--- src/rtl/fir_mac_sequencer_if.sv ---
// =============================================================================
// fir_mac_sequencer_if : sample-in, tap-counter and result-out bundle for the
//                        FIR MAC sequencer.
// Revision : 1.0
// =============================================================================
`default_nettype none

interface fir_mac_sequencer_if #(
    parameter int K  = 8,
    parameter int DW = 16,
    parameter int CW = 16
);
    localparam int AW = DW + CW + $clog2(K);
    localparam int TW = $clog2(K);

    logic                 in_valid;
    logic                 in_ready;
    logic signed [DW-1:0] in_sample;
    logic                 tap_start;
    logic                 tap_enable;
    logic [TW-1:0]        tap_index;
    logic                 last_cycle;
    logic signed [CW-1:0] coef;
    logic                 out_valid;
    logic                 out_ready;
    logic signed [AW-1:0] out_data;

    // master: the sequencer; slave: sample source, tap counter/ROM and sink
    modport master (
        input  in_valid, in_sample, tap_index, last_cycle, coef, out_ready,
        output in_ready, tap_start, tap_enable, out_valid, out_data
    );

    modport slave (
        output in_valid, in_sample, tap_index, last_cycle, coef, out_ready,
        input  in_ready, tap_start, tap_enable, out_valid, out_data
    );
endinterface

`default_nettype wire

--- src/rtl/fir_mac_sequencer.sv ---
// =============================================================================
// fir_mac_sequencer : accepts one sample, shifts the K-deep delay line, then
//                     drives the tap counter through K signed MAC cycles.
// Revision : 1.0
// =============================================================================
`default_nettype none

module fir_mac_sequencer #(
    parameter int K  = 8,
    parameter int DW = 16,
    parameter int CW = 16
) (
    input  logic                clk,
    input  logic                rst,
    fir_mac_sequencer_if.master bus
);
    localparam int AW = DW + CW + $clog2(K);
    localparam int PW = DW + CW;

    typedef enum logic [1:0] {
        S_IDLE = 2'd0,
        S_LOAD = 2'd1,
        S_MAC  = 2'd2,
        S_DONE = 2'd3
    } state_t;

    state_t               state_q, state_d;
    logic signed [DW-1:0] x_q [K];
    logic signed [DW-1:0] x_d [K];
    logic signed [AW-1:0] acc_q, acc_d;
    logic                 in_ready_q, in_ready_d;
    logic                 tap_start_q, tap_start_d;
    logic                 tap_enable_q, tap_enable_d;
    logic                 out_valid_q, out_valid_d;

    logic signed [DW-1:0] w_x_sel;
    logic signed [PW-1:0] w_x_ext;
    logic signed [PW-1:0] w_c_ext;
    logic signed [PW-1:0] w_prod;
    logic signed [AW-1:0] w_prod_ext;

    // Operands widened first so the low PW bits hold the exact signed product.
    always_comb begin
        w_x_sel    = x_q[bus.tap_index];
        w_x_ext    = {{CW{w_x_sel[DW-1]}}, w_x_sel};
        w_c_ext    = {{DW{bus.coef[CW-1]}}, bus.coef};
        w_prod     = w_x_ext * w_c_ext;
        w_prod_ext = {{(AW-PW){w_prod[PW-1]}}, w_prod};
    end

    always_comb begin
        state_d = state_q;
        x_d     = x_q;
        acc_d   = acc_q;
        case (state_q)
            S_IDLE: begin
                if (bus.in_valid) begin
                    x_d[0] = bus.in_sample;
                    for (int i = 1; i < K; i++) begin
                        x_d[i] = x_q[i-1];
                    end
                    state_d = S_LOAD;
                end
            end
            S_LOAD: begin
                acc_d   = '0;
                state_d = S_MAC;
            end
            S_MAC: begin
                acc_d = acc_q + w_prod_ext;
                if (bus.last_cycle) begin
                    state_d = S_DONE;
                end
            end
            S_DONE: begin
                if (bus.out_ready) begin
                    state_d = S_IDLE;
                end
            end
            default: state_d = S_IDLE;
        endcase

        // Handshake/control outputs are registered decodes of the next state.
        in_ready_d   = (state_d == S_IDLE);
        tap_start_d  = (state_d == S_LOAD);
        tap_enable_d = (state_d == S_MAC);
        out_valid_d  = (state_d == S_DONE);
    end

    always_ff @(posedge clk or negedge rst) begin
        if (!rst) begin
            state_q      <= S_IDLE;
            for (int i = 0; i < K; i++) begin
                x_q[i] <= '0;
            end
            acc_q        <= '0;
            in_ready_q   <= 1'b1;
            tap_start_q  <= 1'b0;
            tap_enable_q <= 1'b0;
            out_valid_q  <= 1'b0;
        end else begin
            state_q      <= state_d;
            for (int i = 0; i < K; i++) begin
                x_q[i] <= x_d[i];
            end
            acc_q        <= acc_d;
            in_ready_q   <= in_ready_d;
            tap_start_q  <= tap_start_d;
            tap_enable_q <= tap_enable_d;
            out_valid_q  <= out_valid_d;
        end
    end

    assign bus.in_ready   = in_ready_q;
    assign bus.tap_start  = tap_start_q;
    assign bus.tap_enable = tap_enable_q;
    assign bus.out_valid  = out_valid_q;
    assign bus.out_data   = acc_q;

endmodule

`default_nettype wire

--- src/flat_wrapper.sv ---
// flat-port wrapper written by rule: the top's interface ports become plain ports
module fir_mac_sequencer_flat 
#(
    parameter int K  = 8,
    parameter int DW = 16,
    parameter int CW = 16
)
  (clk, rst, bus_in_valid, bus_in_sample, bus_tap_index, bus_last_cycle, bus_coef, bus_out_ready, bus_in_ready, bus_tap_start, bus_tap_enable, bus_out_valid, bus_out_data);
  fir_mac_sequencer_if #(.K(K), .DW(DW), .CW(CW)) bus_i ();
  input  logic clk;
  input  logic rst;
  input wire logic [$bits(bus_i.in_valid)-1:0] bus_in_valid;
  input wire logic [$bits(bus_i.in_sample)-1:0] bus_in_sample;
  input wire logic [$bits(bus_i.tap_index)-1:0] bus_tap_index;
  input wire logic [$bits(bus_i.last_cycle)-1:0] bus_last_cycle;
  input wire logic [$bits(bus_i.coef)-1:0] bus_coef;
  input wire logic [$bits(bus_i.out_ready)-1:0] bus_out_ready;
  output wire logic [$bits(bus_i.in_ready)-1:0] bus_in_ready;
  output wire logic [$bits(bus_i.tap_start)-1:0] bus_tap_start;
  output wire logic [$bits(bus_i.tap_enable)-1:0] bus_tap_enable;
  output wire logic [$bits(bus_i.out_valid)-1:0] bus_out_valid;
  output wire logic [$bits(bus_i.out_data)-1:0] bus_out_data;
  assign bus_i.in_valid = bus_in_valid;
  assign bus_i.in_sample = bus_in_sample;
  assign bus_i.tap_index = bus_tap_index;
  assign bus_i.last_cycle = bus_last_cycle;
  assign bus_i.coef = bus_coef;
  assign bus_i.out_ready = bus_out_ready;
  assign bus_in_ready = bus_i.in_ready;
  assign bus_tap_start = bus_i.tap_start;
  assign bus_tap_enable = bus_i.tap_enable;
  assign bus_out_valid = bus_i.out_valid;
  assign bus_out_data = bus_i.out_data;
  fir_mac_sequencer #(.K(K), .DW(DW), .CW(CW)) u_core (.clk(clk), .rst(rst), .bus(bus_i));
endmodule
--- config.mk ---
export PLATFORM = sky130hd
export DESIGN_NAME = fir_mac_sequencer_flat
export DESIGN_NICKNAME = d
export VERILOG_FILES = /design/src/rtl/fir_mac_sequencer_if.sv /design/src/rtl/fir_mac_sequencer.sv /design/src/flat_wrapper.sv
export SDC_FILE = /design/constraint.sdc
export NUM_CORES = 1
export LEC_CHECK = 0
export ABC_AREA = 1
export BUFFER_PORTS_ARGS = -buffer_cell sky130_fd_sc_hd__buf_2
export CAP_MARGIN = 20
export CORE_MARGIN = 2
export CORE_UTILIZATION = 45
export DETAILED_ROUTE_END_ITERATION = 10
export PLACE_DENSITY = 0.7
export SETUP_SLACK_MARGIN = 0.05
export SLEW_MARGIN = 20
export SYNTH_ARGS = -nofsm -noshare
export SYNTH_HDL_FRONTEND = slang
export SYNTH_SLANG_ARGS = --single-unit
--- constraint.sdc ---
create_clock -name clk -period 5.5 [get_ports clk]
set_input_delay 0.55 -clock clk [delete_from_list [all_inputs] [get_ports clk]]
set_output_delay 0.55 -clock clk [all_outputs]
set_load 0.01 [all_outputs]
== Word level (Yosys, flattened, before mapping) ==
Cells that the tools add are included.

* Memories: 0
* ROM bits: 0
* Output and inout port bits: 39
* Bits in latches: 0
* Logic and storage cells: 36
* Input port bits: 40
* Memory bits (writable): 0
* Flip-flop bits (word level): 169

* Multiply operators: 1
* Divide/modulo/power cells: 0
* Reduce and logical (&&, ||, !) cells: 4
* Mux-type cells: 8
* Add/sub/neg operators: 1
* Equal/unequal tests: 6
* Magnitude comparators: 1
* Shift operators: 0
* Bitwise logic cells: 1

{| class="wikitable"
|+ Operator list
! kind !! count
|-
| $pmux W35 S2 || 1
|-
| $bmux W16 S3 || 1
|-
| $add A35 B32 Y35 || 1
|-
| $mul A16 B16 Y32 || 1
|-
| $mux W16 || 2
|-
| $eq A2 B2 Y1 const B || 4
|-
| $pmux W2 S4 || 1
|-
| $mux W2 || 3
|-
| $eq A2 B1 Y1 const B || 2
|-
| $ge A4 B4 Y1 const B || 1
|-
| $logic_not A2 Y1 || 2
|-
| $not A3 Y4 || 1
|-
| $reduce_and A2 Y1 || 1
|-
| $reduce_bool A2 Y1 || 1
|}

== Logic depth before layout (Yosys ltp) ==
* Depth after elaboration: 7
* Depth in mapped cells: 34
* Gate-level depth less buffers: 32

== Worst setup path before layout ==
OpenSTA, ideal clock, no wires.

* Kind: input port to flip-flop
* Start: input port bus_tap_index[0]
* End: register u_core.acc_q[31] (netlist: u_core.bus.out_data[31])
* Buffers on the path: 2
* Path slack: -0.747 ns
* Library setup time: 0.122 ns
* Data arrival time: 6.125 ns
* Stages: 27
* Data required time: 5.378 ns
* Cells stage by stage: buf_4 > nand2_1 > nand3_1 > nand3_1 > nand2_1 > buf_2 > nor2_1 > inv_1 > fa_1 > inv_1 > fa_1 > fa_1 > inv_1 > fa_1 > inv_1 > fa_1 > inv_1 > fa_1 > inv_1 > ha_1 > nand2_1 > nor2_1 > nand2_1 > nor4_1 > nand2_1 > a21oi_1 > o21ai_1

* Cells in the longest elaborated chain, start to end: 7

{| class="wikitable"
|+ RTL lines
! what !! line !! text
|-
| from (decl) || flat_wrapper.sv:14 || <nowiki>input wire logic [$bits(bus_i.tap_index)-1:0] bus_tap_index;</nowiki>
|-
| $not A3 Y4 (implied by the code) || fir_mac_sequencer.sv:44 || <nowiki>w_x_sel = x_q[bus.tap_index];</nowiki>
|-
| $bmux W16 S3 || fir_mac_sequencer.sv:44 ||
|-
| $mux W16 (implied by the code) (2 in series) || fir_mac_sequencer.sv:44 ||
|-
| $mul A16 B16 Y32 || fir_mac_sequencer.sv:47 || <nowiki>w_prod = w_x_ext * w_c_ext;</nowiki>
|-
| $add A35 B32 Y35 || fir_mac_sequencer.sv:70 || <nowiki>acc_d = acc_q + w_prod_ext;</nowiki>
|-
| $pmux W35 S2 || fir_mac_sequencer.sv:55 || <nowiki>case (state_q)</nowiki>
|-
| to (signal assigned) || fir_mac_sequencer.sv:96 || <nowiki>acc_q <= '0;</nowiki>
|-
| to (signal assigned) || fir_mac_sequencer.sv:106 || <nowiki>acc_q <= acc_d;</nowiki>
|-
| to (decl) || fir_mac_sequencer.sv:30 || <nowiki>logic signed [AW-1:0] acc_q, acc_d;</nowiki>
|}

No other way between the ends. The select of a mux whose other input is x is not followed.
A chain may end at the register's enable or synchronous reset.

== Worst setup path after layout ==
* Start: input port bus_tap_index[0]
* End: register u_core.acc_q[26] (netlist: u_core.bus.out_data[26])

The elaborated chain is that of the path after synthesis.

==> flow_metrics.tcl <==
set metrics [dict create \
    setup_viol 23 \
    viasPerCell 5.22 \
    fin_cells 3241 \
    start_util_pct 45.5 \
    synth_edf_count 0 \
    yosys.cell_types.count 42 \
    crit_path_end_kind "register" \
    drive_above_1_share_pct 33.9 \
    clock_skew_ns 0.0206 \
    worstSetupPathType "in -> reg" \
    dr.pass1.iters 5 \
    antenna_left 0 \
    avgSynthCellArea_um2 8.43 \
    start_kind "input pin" \
    die_height_um 210 \
    syn_to_final_growth_pct 35.6 \
    period_needed_ns 6.04 \
    rows 75 \
    r2r_start "u_core.x_q[93]" \
    crit_family "adder cells" \
    drc 0 \
    drv_slew 0 \
    finalNetCount 3147 \
    min_path_type "in -> async" \
    rsz0062_at_grt "yes" \
    ys_seq_area_share_pct 22.2 \
    num_io_pins 79 \
    synth_flop_cell "dfrtp_1" \
    cp_data_required_time_ns 5.84 \
    utilization_pct 61.7 \
    worst-path-buf-inv 9 \
    dp_slack_ns -1.19 \
    dp_hpwl_mm 46.7 \
    relSlewSlack_pct 32.2 \
    cts_root_buf "clkbuf_16" \
    worst_path_max_delay_cell "fa_1" \
    critPathArrivalTime_ns 6.38 \
    grt_pass1_wl_mm 96.0 \
    place_congestion 1.02 \
    syn-cell-area_mm2 0.0191 \
    io_buffer_count 78 \
    fillers 3427 \
    antenna_cells 0 \
    ys_ff_latch 169 \
    layout_worst_path_cycle_share_pct 110 \
    max_freq_mhz 166 \
    fin_area_mm2 0.0258 \
    grt_pass1_vias 17700 \
    num_vias 16900 \
    fp.dieW_um 210 \
    die_area_mm2 0.0440 \
    synthCells 2260 \
    wl_per_cell_um 19.2 \
    hold_buffers 0 \
    path_clk_slew_ns 0.07 \
    reg2reg_depth 29 \
    crit_path_frequent_cell "fa_1" \
    finalWorstSetupSlack_ns -0.541 \
    clk_path_buf_depth 2 \
    maxCapViolCount 0 \
    r2r_setup_slack_ns -0.49 \
    clk_latency_ns 0.46 \
    ys_warn_count 0 \
    cts.htree.levels 4 \
    numCtsBuffers 17 \
    slowest_delay_ns 0.54 \
    coreArea_mm2 0.0419 \
    synth_nets 2718 \
    r2r-end "u_core.bus.out_data[20]" \
    crit_fanout 9 \
    outcome "finished with violations" \
    violations "negative setup slack" \
    finalHoldViolCount 0 \
    worst_pin_slew_ns 1.01 \
    post_dp_cell_area_mm2 0.0228 \
    grt.overflow.total 0 \
    wl_mm 62.1 \
    clock_sinks 169 \
    drtIter0Drc 1275 \
    async_flop_share_pct 100 \
    grt_usage_pct 28.8 \
    dp.cells 3115 \
    grt_max_degree 115 \
    antenna_found_initial 3 \
    cts_tree "done" \
]
-- worst max path at each step --
stage | slack, ns | to | from | depth (start not counted)
2_1_floorplan | -0.33 | u_core.bus.out_data[33] | bus_tap_index[1] | 28
3_5_place_dp | -1.19 | u_core.bus.out_data[20] | bus_tap_index[0] | 30
5_1_grt | -0.73 | u_core.bus.out_data[26] | bus_tap_index[0] | 30
6_report | -0.54 | u_core.bus.out_data[26] | bus_tap_index[0] | 30
4_1_cts | -0.40 | u_core.bus.out_data[34] | u_core.x_q[95] | 28
3_3_place_gp | -1.17 | u_core.bus.out_data[34] | bus_tap_index[0] | 26
-- state kept, by name (all words and copies together) (netlist names) --
register	cells
u_core.bus.out_valid	1
u_core.bus.in_ready	1
u_core.bus.tap_enable	1
u_core.state_q	2
u_core.bus.out_data	35
u_core.x_q	128
u_core.bus.tap_start	1
-- cell usage in the layout, fill, tap and decap left out, types with 27 or more instances in the layout --
cell type	synthesis	final
inv_1	501	454
buf_4	2	337
nand2_1	387	319
fa_1	310	279
dfrtp_1	168	168
nor2_1	236	166
o21ai_0	154	98
a21oi_1	133	95
ha_1	108	80
buf_2	27	75
nand2_2	16	50
o21ai_1	7	48
nor2_2	2	45
inv_2	14	44
nand3_1	64	38
fa_2	0	31
mux2_2	30	30
nand3_2	5	29
nand2_4	0	28
nor2_4	0	27
buf_12	0	27
buf_6	0	27
-- routing by layer --
| metal | track usage [%] | up-vias | share of wire (%) |
|---|---|---|---|
| met1 | 38.9 | 8443 | 41 |
| met2 | 46.1 | 674 | 47 |
| li1 | - | 7686 | - |
| met4 | 9.29 | 2 | 3.0 |
| met5 | 0 | - | 0.021 |
| met3 | 6.72 | 111 | 8.5 |
-- logic make-up after synthesis --
| group | count (synthesis) | synth area share [%] |
|---|---|---|
| AND/OR/NAND/NOR | 734 | 15.7 |
| adder cells (fa/ha/maj) | 418 | 39.7 |
| flip-flops | 169 | 22.2 |
| XOR/XNOR | 2 | 0.0919 |
| multiplexers | 30 | 1.77 |
| AO/OA/AOI/OAI | 317 | 8.65 |
| buffers and inverters | 590 | 11.9 |
-- stage by stage --
stage                     setup TNS (ns)  hold WS (ns)
after floorplan                    -4.05         0.254
after global placement            -26.34         0.464
after detailed placement          -27.28         0.473
after CTS                          -7.08         0.156
after global routing              -14.40         0.193
final                              -9.54         0.131
-- worst reg2reg max path: cells and delay by family (launching register included) --
kind                       cells  cell delay [ns]
DFF                            1             0.36
buffers and inverters          7             0.53
and+or+nand+nor               12             1.18
adders and majority gates      7             3.41
AOI/OAI and AO/OA              3             0.39
-- synthesized netlist by cell type, drive strengths merged (8+ instances only) --
cell type	number	share of area [%]
buf	36	0.93
dfrtp	168	22
nand4	8	0.26
a21oi	133	3.5
fa	310	33
nand2	403	8.1
nor2	238	4.7
ha	108	7.1
o21ai	162	4.3
mux2	30	1.8
nand3	69	1.9
clkbuf	37	0.78
inv	515	10
-- area by class of cell --
cell class	count	area (um^2)	area share (%)
clock inverters	12	130	0.504
repair inverters	5	53.8	0.208
multi-input cells	1501	14200	55.0
well taps	539	674	2.61
inverters	517	2040	7.91
clock buffers	20	447	1.73
flip-flops and latches	169	4230	16.4
repair buffers	478	4040	15.6
-- timing repair --
item,in CTS,in global routing
pin swaps,112,115
gates cloned,11,2
buffers inserted,46,37
resized for setup,295,183
endpoints found under the setup margin,26,27
Power is not shown: default switching activity piles up to over one toggle a cycle in this logic, so the estimate is an artifact.
